### src/rtl/gpio_bus_arbiter_pkg.sv
`default_nettype none
// ============================================================================
// Package     : gpio_bus_arbiter_pkg
// Description : Shared definitions for the GPIO register-port arbiter.
//               - FSM state encoding (IDLE / ISSUE / RDWAIT)
//               - requester count and latency-counter width
//               - GPIO register offsets (OGPIO / TRIS / IGPIO)
//               - helper turning a requester index into a one-hot vector
// Revision    : 1.0 - initial release
// ============================================================================
package gpio_bus_arbiter_pkg;

    typedef enum logic [1:0] {
        ST_IDLE   = 2'd0,
        ST_ISSUE  = 2'd1,
        ST_RDWAIT = 2'd2
    } arb_state_t;

    localparam int C_NUM_REQ = 2;

    // Wide enough for the largest legal read latency (7).
    localparam int C_CNT_W = 3;

    // GPIO register map. The arbiter does not decode addresses; these are
    // shared so requesters and models agree on the map.
    localparam logic [7:0] C_OFS_OGPIO = 8'd0;
    localparam logic [7:0] C_OFS_TRIS  = 8'd1;
    localparam logic [7:0] C_OFS_IGPIO = 8'd2;

    function automatic logic [C_NUM_REQ-1:0] req_onehot(input logic idx);
        return idx ? 2'b10 : 2'b01;
    endfunction

endpackage : gpio_bus_arbiter_pkg
`default_nettype wire

### src/rtl/gpio_bus_arbiter_rr_arb2.sv
`default_nettype none
// ============================================================================
// Module      : rr_arb2
// Description : Two-way round-robin pick, purely combinational.
//               A sole requester always wins; on contention the side named
//               by the priority pointer wins.
// Ports       : i_req   [1:0] - request vector
//               i_ptr         - favoured requester when both request
//               o_grant [1:0] - one-hot winner (zero when no request)
// Revision    : 1.0 - initial release
// ============================================================================
module rr_arb2
    import gpio_bus_arbiter_pkg::*;
(
    input  logic [C_NUM_REQ-1:0] i_req,
    input  logic                 i_ptr,
    output logic [C_NUM_REQ-1:0] o_grant
);

    always_comb begin
        o_grant = '0;
        if (i_req == 2'b11) begin
            o_grant = req_onehot(i_ptr);
        end else begin
            o_grant = i_req;
        end
    end

endmodule : rr_arb2
`default_nettype wire

### src/rtl/gpio_bus_arbiter.sv
`default_nettype none
// ============================================================================
// Module      : gpio_bus_arbiter
// Description : Shares the single-master GPIO register port between two
//               requesters. Round-robin arbitration, one register access per
//               grant, registered read-data return. All outputs registered.
// Ports       : clk, reset_n            - clock, async active-low reset
//               req/req_we [1:0]        - request level and write select
//               req_addr/req_wdata      - packed {r1,r0} address / write data
//               gnt [1:0]               - pulse: access issued this cycle
//               rvalid [1:0]            - pulse: rdata valid for requester
//               rdata                   - shared read data, held to next read
//               m_addr/m_din/m_wr_en/m_rd_en/m_dout - GPIO register port
// Parameters  : ADDR_W, DATA_W, RD_LATENCY (1..7 cycles rd_en -> dout)
// Revision    : 1.0 - initial release
// ============================================================================
module gpio_bus_arbiter
    import gpio_bus_arbiter_pkg::*;
#(
    parameter int ADDR_W     = 8,
    parameter int DATA_W     = 8,
    parameter int RD_LATENCY = 1
)
(
    input  logic                          clk,
    input  logic                          reset_n,
    input  logic [C_NUM_REQ-1:0]          req,
    input  logic [C_NUM_REQ-1:0]          req_we,
    input  logic [C_NUM_REQ*ADDR_W-1:0]   req_addr,
    input  logic [C_NUM_REQ*DATA_W-1:0]   req_wdata,
    output logic [C_NUM_REQ-1:0]          gnt,
    output logic [C_NUM_REQ-1:0]          rvalid,
    output logic [DATA_W-1:0]             rdata,
    output logic [ADDR_W-1:0]             m_addr,
    output logic [DATA_W-1:0]             m_din,
    output logic                          m_wr_en,
    output logic                          m_rd_en,
    input  logic [DATA_W-1:0]             m_dout
);

    localparam logic [C_CNT_W-1:0] C_RD_LAT = C_CNT_W'(RD_LATENCY);
    localparam logic [C_CNT_W-1:0] C_CNT_ONE = C_CNT_W'(1);

    // ------------------------------------------------------------------
    // State and registered outputs
    // ------------------------------------------------------------------
    arb_state_t                 r_state;
    arb_state_t                 w_next_state;

    logic                       r_ptr;
    logic                       r_win;
    logic                       r_we;
    logic [C_CNT_W-1:0]         r_cnt;
    logic [C_NUM_REQ-1:0]       r_gnt;
    logic [C_NUM_REQ-1:0]       r_rvalid;
    logic [DATA_W-1:0]          r_rdata;
    logic [ADDR_W-1:0]          r_m_addr;
    logic [DATA_W-1:0]          r_m_din;
    logic                       r_m_wr_en;
    logic                       r_m_rd_en;

    // Next-state values computed in the combinational process
    logic                       w_ptr_nxt;
    logic                       w_win_nxt;
    logic                       w_we_nxt;
    logic [C_CNT_W-1:0]         w_cnt_nxt;
    logic [C_NUM_REQ-1:0]       w_gnt_nxt;
    logic [C_NUM_REQ-1:0]       w_rvalid_nxt;
    logic [DATA_W-1:0]          w_rdata_nxt;
    logic [ADDR_W-1:0]          w_m_addr_nxt;
    logic [DATA_W-1:0]          w_m_din_nxt;
    logic                       w_m_wr_en_nxt;
    logic                       w_m_rd_en_nxt;

    // ------------------------------------------------------------------
    // Arbitration and winner's request fields
    // ------------------------------------------------------------------
    logic [C_NUM_REQ-1:0]       w_grant;
    logic                       w_win;
    logic                       w_sel_we;
    logic [ADDR_W-1:0]          w_sel_addr;
    logic [DATA_W-1:0]          w_sel_wdata;

    rr_arb2 u_rr_arb2 (
        .i_req   (req),
        .i_ptr   (r_ptr),
        .o_grant (w_grant)
    );

    // Only meaningful when w_grant is non-zero (IDLE with a request).
    assign w_win       = w_grant[1];
    assign w_sel_we    = w_win ? req_we[1] : req_we[0];
    assign w_sel_addr  = w_win ? req_addr[2*ADDR_W-1:ADDR_W]
                               : req_addr[ADDR_W-1:0];
    assign w_sel_wdata = w_win ? req_wdata[2*DATA_W-1:DATA_W]
                               : req_wdata[DATA_W-1:0];

    // ------------------------------------------------------------------
    // FSM: state register
    // ------------------------------------------------------------------
    always_ff @(posedge clk or negedge reset_n) begin
        if (!reset_n) begin
            r_state <= ST_IDLE;
        end else begin
            r_state <= w_next_state;
        end
    end

    // ------------------------------------------------------------------
    // FSM: next state and next register values
    // ------------------------------------------------------------------
    always_comb begin
        w_next_state  = r_state;
        w_ptr_nxt     = r_ptr;
        w_win_nxt     = r_win;
        w_we_nxt      = r_we;
        w_cnt_nxt     = r_cnt;
        w_gnt_nxt     = '0;
        w_rvalid_nxt  = '0;
        w_rdata_nxt   = r_rdata;
        w_m_addr_nxt  = r_m_addr;
        w_m_din_nxt   = r_m_din;
        w_m_wr_en_nxt = 1'b0;
        w_m_rd_en_nxt = 1'b0;

        unique case (r_state)
            ST_IDLE: begin
                // Latch the winner now so strobes, address and gnt all
                // appear together from registers in the ISSUE cycle.
                if (req != '0) begin
                    w_next_state  = ST_ISSUE;
                    w_win_nxt     = w_win;
                    w_we_nxt      = w_sel_we;
                    w_m_addr_nxt  = w_sel_addr;
                    w_m_din_nxt   = w_sel_wdata;
                    w_gnt_nxt     = w_grant;
                    w_m_wr_en_nxt = w_sel_we;
                    w_m_rd_en_nxt = ~w_sel_we;
                end
            end

            ST_ISSUE: begin
                w_ptr_nxt = ~r_win;
                w_cnt_nxt = C_RD_LAT;
                w_next_state = r_we ? ST_IDLE : ST_RDWAIT;
            end

            ST_RDWAIT: begin
                w_cnt_nxt = r_cnt - C_CNT_ONE;
                // Counter reaches one in the cycle m_dout becomes valid.
                if (r_cnt <= C_CNT_ONE) begin
                    w_rdata_nxt  = m_dout;
                    w_rvalid_nxt = req_onehot(r_win);
                    w_next_state = ST_IDLE;
                end
            end

            default: begin
                w_next_state = ST_IDLE;
            end
        endcase
    end

    // ------------------------------------------------------------------
    // Datapath / output registers
    // ------------------------------------------------------------------
    always_ff @(posedge clk or negedge reset_n) begin
        if (!reset_n) begin
            r_ptr     <= 1'b0;
            r_win     <= 1'b0;
            r_we      <= 1'b0;
            r_cnt     <= '0;
            r_gnt     <= '0;
            r_rvalid  <= '0;
            r_rdata   <= '0;
            r_m_addr  <= '0;
            r_m_din   <= '0;
            r_m_wr_en <= 1'b0;
            r_m_rd_en <= 1'b0;
        end else begin
            r_ptr     <= w_ptr_nxt;
            r_win     <= w_win_nxt;
            r_we      <= w_we_nxt;
            r_cnt     <= w_cnt_nxt;
            r_gnt     <= w_gnt_nxt;
            r_rvalid  <= w_rvalid_nxt;
            r_rdata   <= w_rdata_nxt;
            r_m_addr  <= w_m_addr_nxt;
            r_m_din   <= w_m_din_nxt;
            r_m_wr_en <= w_m_wr_en_nxt;
            r_m_rd_en <= w_m_rd_en_nxt;
        end
    end

    assign gnt     = r_gnt;
    assign rvalid  = r_rvalid;
    assign rdata   = r_rdata;
    assign m_addr  = r_m_addr;
    assign m_din   = r_m_din;
    assign m_wr_en = r_m_wr_en;
    assign m_rd_en = r_m_rd_en;

endmodule : gpio_bus_arbiter
`default_nettype wire
### config.mk
export PLATFORM = sky130hd
export DESIGN_NAME = gpio_bus_arbiter
export DESIGN_NICKNAME = d
export VERILOG_FILES = /design/src/rtl/gpio_bus_arbiter_pkg.sv /design/src/rtl/gpio_bus_arbiter_rr_arb2.sv /design/src/rtl/gpio_bus_arbiter.sv
export SDC_FILE = /design/constraint.sdc
export NUM_CORES = 1
export LEC_CHECK = 0
export ABC_CLOCK_PERIOD_IN_PS = 2800
export CAP_MARGIN = 15
export CORE_ASPECT_RATIO = 1.25
export CORE_MARGIN = 2
export CORE_UTILIZATION = 26
export CTS_BUF_LIST = sky130_fd_sc_hd__clkbuf_8
export DETAILED_ROUTE_END_ITERATION = 6
export PLACE_DENSITY_LB_ADDON = 0.3
export SYNTH_ARGS = -nofsm -noshare
export SYNTH_HDL_FRONTEND = slang
export SYNTH_HIERARCHICAL = 1
export SYNTH_SLANG_ARGS = --single-unit
### constraint.sdc
create_clock -name clk -period 2.8 [get_ports clk]
set_input_delay 0.42 -clock clk [delete_from_list [all_inputs] [get_ports clk]]
set_output_delay 0.42 -clock clk [all_outputs]
set_load 0.01 [all_outputs]
## Word-level counts from Yosys, hierarchy flattened

Index checks and enable logic that the tools add are counted.
Widths: inputs -> output; s select.

- $mul: 0
- Div/mod/pow operators: 0
- $add $sub $neg: 1
- $lt $le $gt $ge: 1
- Reductions and logical operators: 6
- Shift operators: 0
- Equality and inequality tests: 5
- Muxes and demuxes: 19
- Bitwise gates (word level): 2

Operators by type and width:

| operator | number |
|---|---|
| $mux 2 | 10 |
| $mux 8 | 2 |
| $pmux 2 s3 | 1 |
| $pmux 3 s2 | 1 |
| $reduce_and 2->1 | 3 |
| $mux 1 | 5 |
| $eq 2x2->1 const B | 2 |
| $ne 2x2->1 const B | 2 |
| $reduce_bool 2->1 | 2 |
| $le 3x1->1 const B | 1 |
| $sub 3x1->3 const B | 1 |
| $eq 2x1->1 const B | 1 |
| $logic_not 2->1 | 1 |
| $not 1->1 | 2 |

- Latch bits: 0
- Register bits after elaboration: 38
- Memories kept: 0
- Memory bits (writable): 0
- Memory bits (read-only): 0
- Logic and storage cells: 46

## Logic depth before layout (Yosys ltp)

- Word-level depth: 6
- Mapped depth: 7
- Gate-level depth less buffers: 6

## Hierarchy

Netlist, hierarchy kept.

By module, submodules not included:

| module | cells each | times used | area each (sq um) | seq. area each (sq um) |
|---|---|---|---|---|
| gpio_bus_arbiter | 147 | 1 | 1684.1 | 950.9 |
| rr_arb2 | 3 | 1 | 18.8 | 0.0 |

## Least setup slack after synthesis

OpenSTA, ideal clock, no wires.

- Kind: register -> register
- Start point: register r_state[0]
- End point: register r_rdata[0] (netlist: rdata[0])
- Setup time: 0.125 ns
- Period minus slack after synthesis: 1.637 ns
- Stages on the path, launching flop included: 7
- Path buffers: 1
- Setup slack: 1.163 ns
- Arrival time: 1.512 ns
- Cell sequence: dfrtp_1 -> inv_1 -> ha_1 -> inv_1 -> or3_1 -> buf_6 -> mux2_4

- Word-level cells in the longest chain between the ends: 2

RTL lines:

| what | line | source |
|---|---|---|
| start: declaration | gpio_bus_arbiter.sv:47 | `arb_state_t r_state;` |
| start signal: assignment | gpio_bus_arbiter.sv:105 | `r_state <= w_next_state;` |
| $eq 2x2->1 | gpio_bus_arbiter.sv:126 | `unique case (r_state)` |
| $reduce_and 2->1 (no source line) | n/a |  |
| end signal: assignment | gpio_bus_arbiter.sv:187 | `r_rdata <= w_rdata_nxt;` |
| end: declaration | gpio_bus_arbiter.sv:56 | `logic [DATA_W-1:0] r_rdata;` |

Every way passes these cells.
A chain may end at the register's enable or synchronous reset.

## Final worst setup path

Ends and elaborated chain as after synthesis.

==> out/qor.yml <==
run_status:
  outcome: "finished clean"
worst_setup_path:
  rrSetupSlack_ns: 0.90
  crit_top_cell: "inv_1"
  worstReg2RegEnd: "rdata[0]$_DFFE_PN0P_"
  worstPathRequired_ns: 2.97
  crit_buf_inv: 2
  crit_type: "flip-flop to flip-flop"
  worstSetupPathDepth: 5
  cp-endpoint: "rdata[0]$_DFFE_PN0P_"
  critical-path-top-delay-family: "simple AND/OR/NAND/NOR gates"
  end_kind: "flip-flop"
  worstPathCellList: "inv_1, ha_1, inv_1, or3_1, mux2_4"
  start_kind: "flip-flop"
  reg2reg_depth: 5
  slowest_delay_ns: 0.60
  worstReg2RegStart: "r_state[0]$_DFFE_PN0P_"
  worstSetupStartpoint: "r_state[0]$_DFFE_PN0P_"
  cp_max_fo: 10
  cp.arrival_ns: 2.07
  critPathSlowestCell: "or3_1"
clock_tree:
  cts_tree: "yes"
  cts_hold_buffers: 0
  clkSlewWorstSetupHoldPaths_ns: 0.07
  cts_root_buffer: "clkbuf_8"
  cts_sinks: 38
  clk_latency_ns: 0.28
  htreeDepth: 2
  cts_buffer_depth: 2
  post_cts_buffers: 0
  cts_resized: 0
  cts_made_buffers: 5
cells_and_area:
  fin_nets: 278
  multiInputGateArea_um2: 679
  area_delta_synth_final_pct: 54.8
  n_fill_cell: 668
  utilization: 0.409
  seqCellArea_um2: 951
  drive_above_1_share: 0.0965
  finalNonFillerCells: 315
  antennaDiodeCount: 0
drt:
  avgRoutedWirePerCell_um: 11.7
  drcViolationCount: 0
  vias: 1297
  first_iter_violations: 25
  final_antenna_net_count: 0
  viasPerCell: 4.12
  dr.pass1.iters: 4
  routed_wl_mm: 3.68
placed_design:
  place_inst: 307
  dp_hpwl_mm: 2.69
  io_buffers: 75
  place_ws_ns: 0.688
  place_congestion: 0.711
floorplanning:
  die_w_um: 76.4
  io_pins: 76
  start_util: 0.264
  dieArea_mm2: 0.00722
  row_count: 33
  fp.dieH_um: 94.5
  core_area_mm2: 0.00644
power_and_ir_drop:
  powerDensity_mw_per_mm2: 949
  swShare: 0.332
  p_sw_w: 0.000831
  combinationalPowerShare: 0.482
  clkPwrFrac: 0.152
  p_leak_nw: 1.18
  vdd_drop_max_uv: 368
  power.internal_w: 0.00167
  sequentialPowerShare: 0.366
run:
  cap_violations: 0
sta:
  worst_pin_slew_ns: 0.846
  skew_ns: 0.00181
  rsz0062_at_grt: "no"
  post-route-period-util: 0.680
  fmax_mhz: 526
  finalMaxSlewViolations: 0
  relSlewSlack: 0.436
  setup_viol: 0
  worst_slack_ns: 0.897
  final_hold_viol_count: 0
  min_period_ns: 1.90
  finalSetupTns_ns: 0
  timing.hold.ws_ns: 0.243
synth:
  synth_area_mm2: 0.00170
  synth_warnings: 6
  seq_area_frac_synth: 0.558
  synthDistinctLibCells: 24
  syn_inst: 150
  synth_fa_ha_area_frac: 0.0367
  syn_nets: 201
  synth_xor_area_frac: 0
  synth_seq_cells: 38
  synth_top_family_by_area: "multiplexers"
  syn-mean-instance-area_um2: 11.4
  synthSimpleGateAreaFrac: 0.0852
  synth_compound_area_frac: 0.0955
  synthMuxAreaShare: 0.177
worst_hold_path:
  hold_class: "input pin to async pin"
grt:
  grt_pass1_wl_mm: 5.97
  grt.overflow.total: 0
  grtUsageTotal: 0.105
  antenna_found_initial: 0
  grt_max_degree: 39
  grt_pass1_vias: 1231
-- cell families (layout without fill, tap and decap cells) --
group | count (synthesis) | in the layout
buf+inv | 18 | 96
compound gates | 29 | 29
fa+ha+maj | 5 | 5
mux | 26 | 26
flops | 38 | 38
simple gates | 34 | 34
-- sequential cells by signal (all words and copies together) (netlist names), 2 cells and up --
register / flops
gnt: 2
m_din: 8
r_state: 2
m_addr: 8
r_cnt: 3
rvalid: 2
rdata: 8
-- cell type report --
type | instances | share of cell area
Sequential cell | 38 | 0.361
Timing Repair Buffer | 77 | 0.289
Multi-Input combinational cell | 94 | 0.258
Tap cell | 87 | 0.0413
Clock buffer | 6 | 0.0313
Inverter | 11 | 0.0157
Clock inverter | 2 | 0.00475
-- cell usage in the layout (no fill, tap or decap), types with 2 or more instances in the layout --
master	netlist	routed
clkbuf_8	0	6
nor2_1	7	7
dfrtp_1	38	38
ha_1	5	5
inv_1	11	11
a21oi_1	2	2
clkdlybuf4s50_1	0	74
mux2_4	8	8
nand3_1	3	3
buf_4	0	2
o21ai_0	21	20
nor3_1	2	2
mux2i_1	17	17
nand2_1	18	18
-- through the flow --
| stage | instance area, um2 | total power [W] |
|---|---|---|
| after floorplan | 1700 | 0.00157 |
| after global placement | 2540 | 0.00213 |
| after detailed placement | 2540 | 0.00215 |
| after CTS | 2640 | 0.00256 |
| after global routing | 2640 | 0.00271 |
| final | 2640 | 0.00250 |
-- power by group through the flow --
stage	combinational, W	clock (W)	sequential, W
6_report	0.00120	0.000381	0.000915
5_1_grt	0.00133	0.000430	0.000948
4_1_cts	0.00123	0.000407	0.000918
3_5_place_dp	0.00123	0	0.000928
3_3_place_gp	0.00121	0	0.000922
2_1_floorplan	0.000551	0	0.00102
-- synth_stat cells (all sizes together) --
library cell | number | area share
a21boi | 2 | 0.0088
a21o | 1 | 0.0044
a21oi | 2 | 0.0059
buf | 5 | 0.018
clkbuf | 2 | 0.0044
dfrtp | 38 | 0.56
ha | 5 | 0.037
inv | 11 | 0.024
mux2 | 9 | 0.077
mux2i | 17 | 0.10
nand2 | 18 | 0.040
nand3 | 3 | 0.0088
nand3b | 1 | 0.0044
nand4 | 1 | 0.0037
nor2 | 7 | 0.015
nor2b | 1 | 0.0037
nor3 | 2 | 0.0059
o211ai | 1 | 0.0044
o21a | 1 | 0.0044
o21ai | 21 | 0.062
o21ba | 1 | 0.0059
or3 | 1 | 0.0037
-- worst min path at each step --
stage                            startpoint                    end  slack [ns]  cells past startpoint
after floorplan                     reset_n       gnt[0]$_DFF_PN0_        0.12                      0
after global placement    r_win$_DFFE_PN0P_    rvalid[0]$_DFF_PN0_        0.45                      1
after detailed placement  r_win$_DFFE_PN0P_    rvalid[0]$_DFF_PN0_        0.45                      1
after CTS                           reset_n  m_addr[0]$_DFFE_PN0P_        0.28                      1
after global routing                reset_n   rdata[6]$_DFFE_PN0P_        0.31                      1
final                               reset_n   m_din[2]$_DFFE_PN0P_        0.24                      1
-- metal layers --
| layer | routed length (um) | vias up | GRT usage |
|---|---|---|---|
| met4 | 48 | 0 | 0.0455 |
| li1 | - | 658 | - |
| met1 | 1620 | 606 | 0.135 |
| met5 | 0 | - | 0 |
| met3 | 147 | 2 | 0.0325 |
| met2 | 1860 | 31 | 0.165 |
Note: power is estimated with default switching activity, not from simulation.
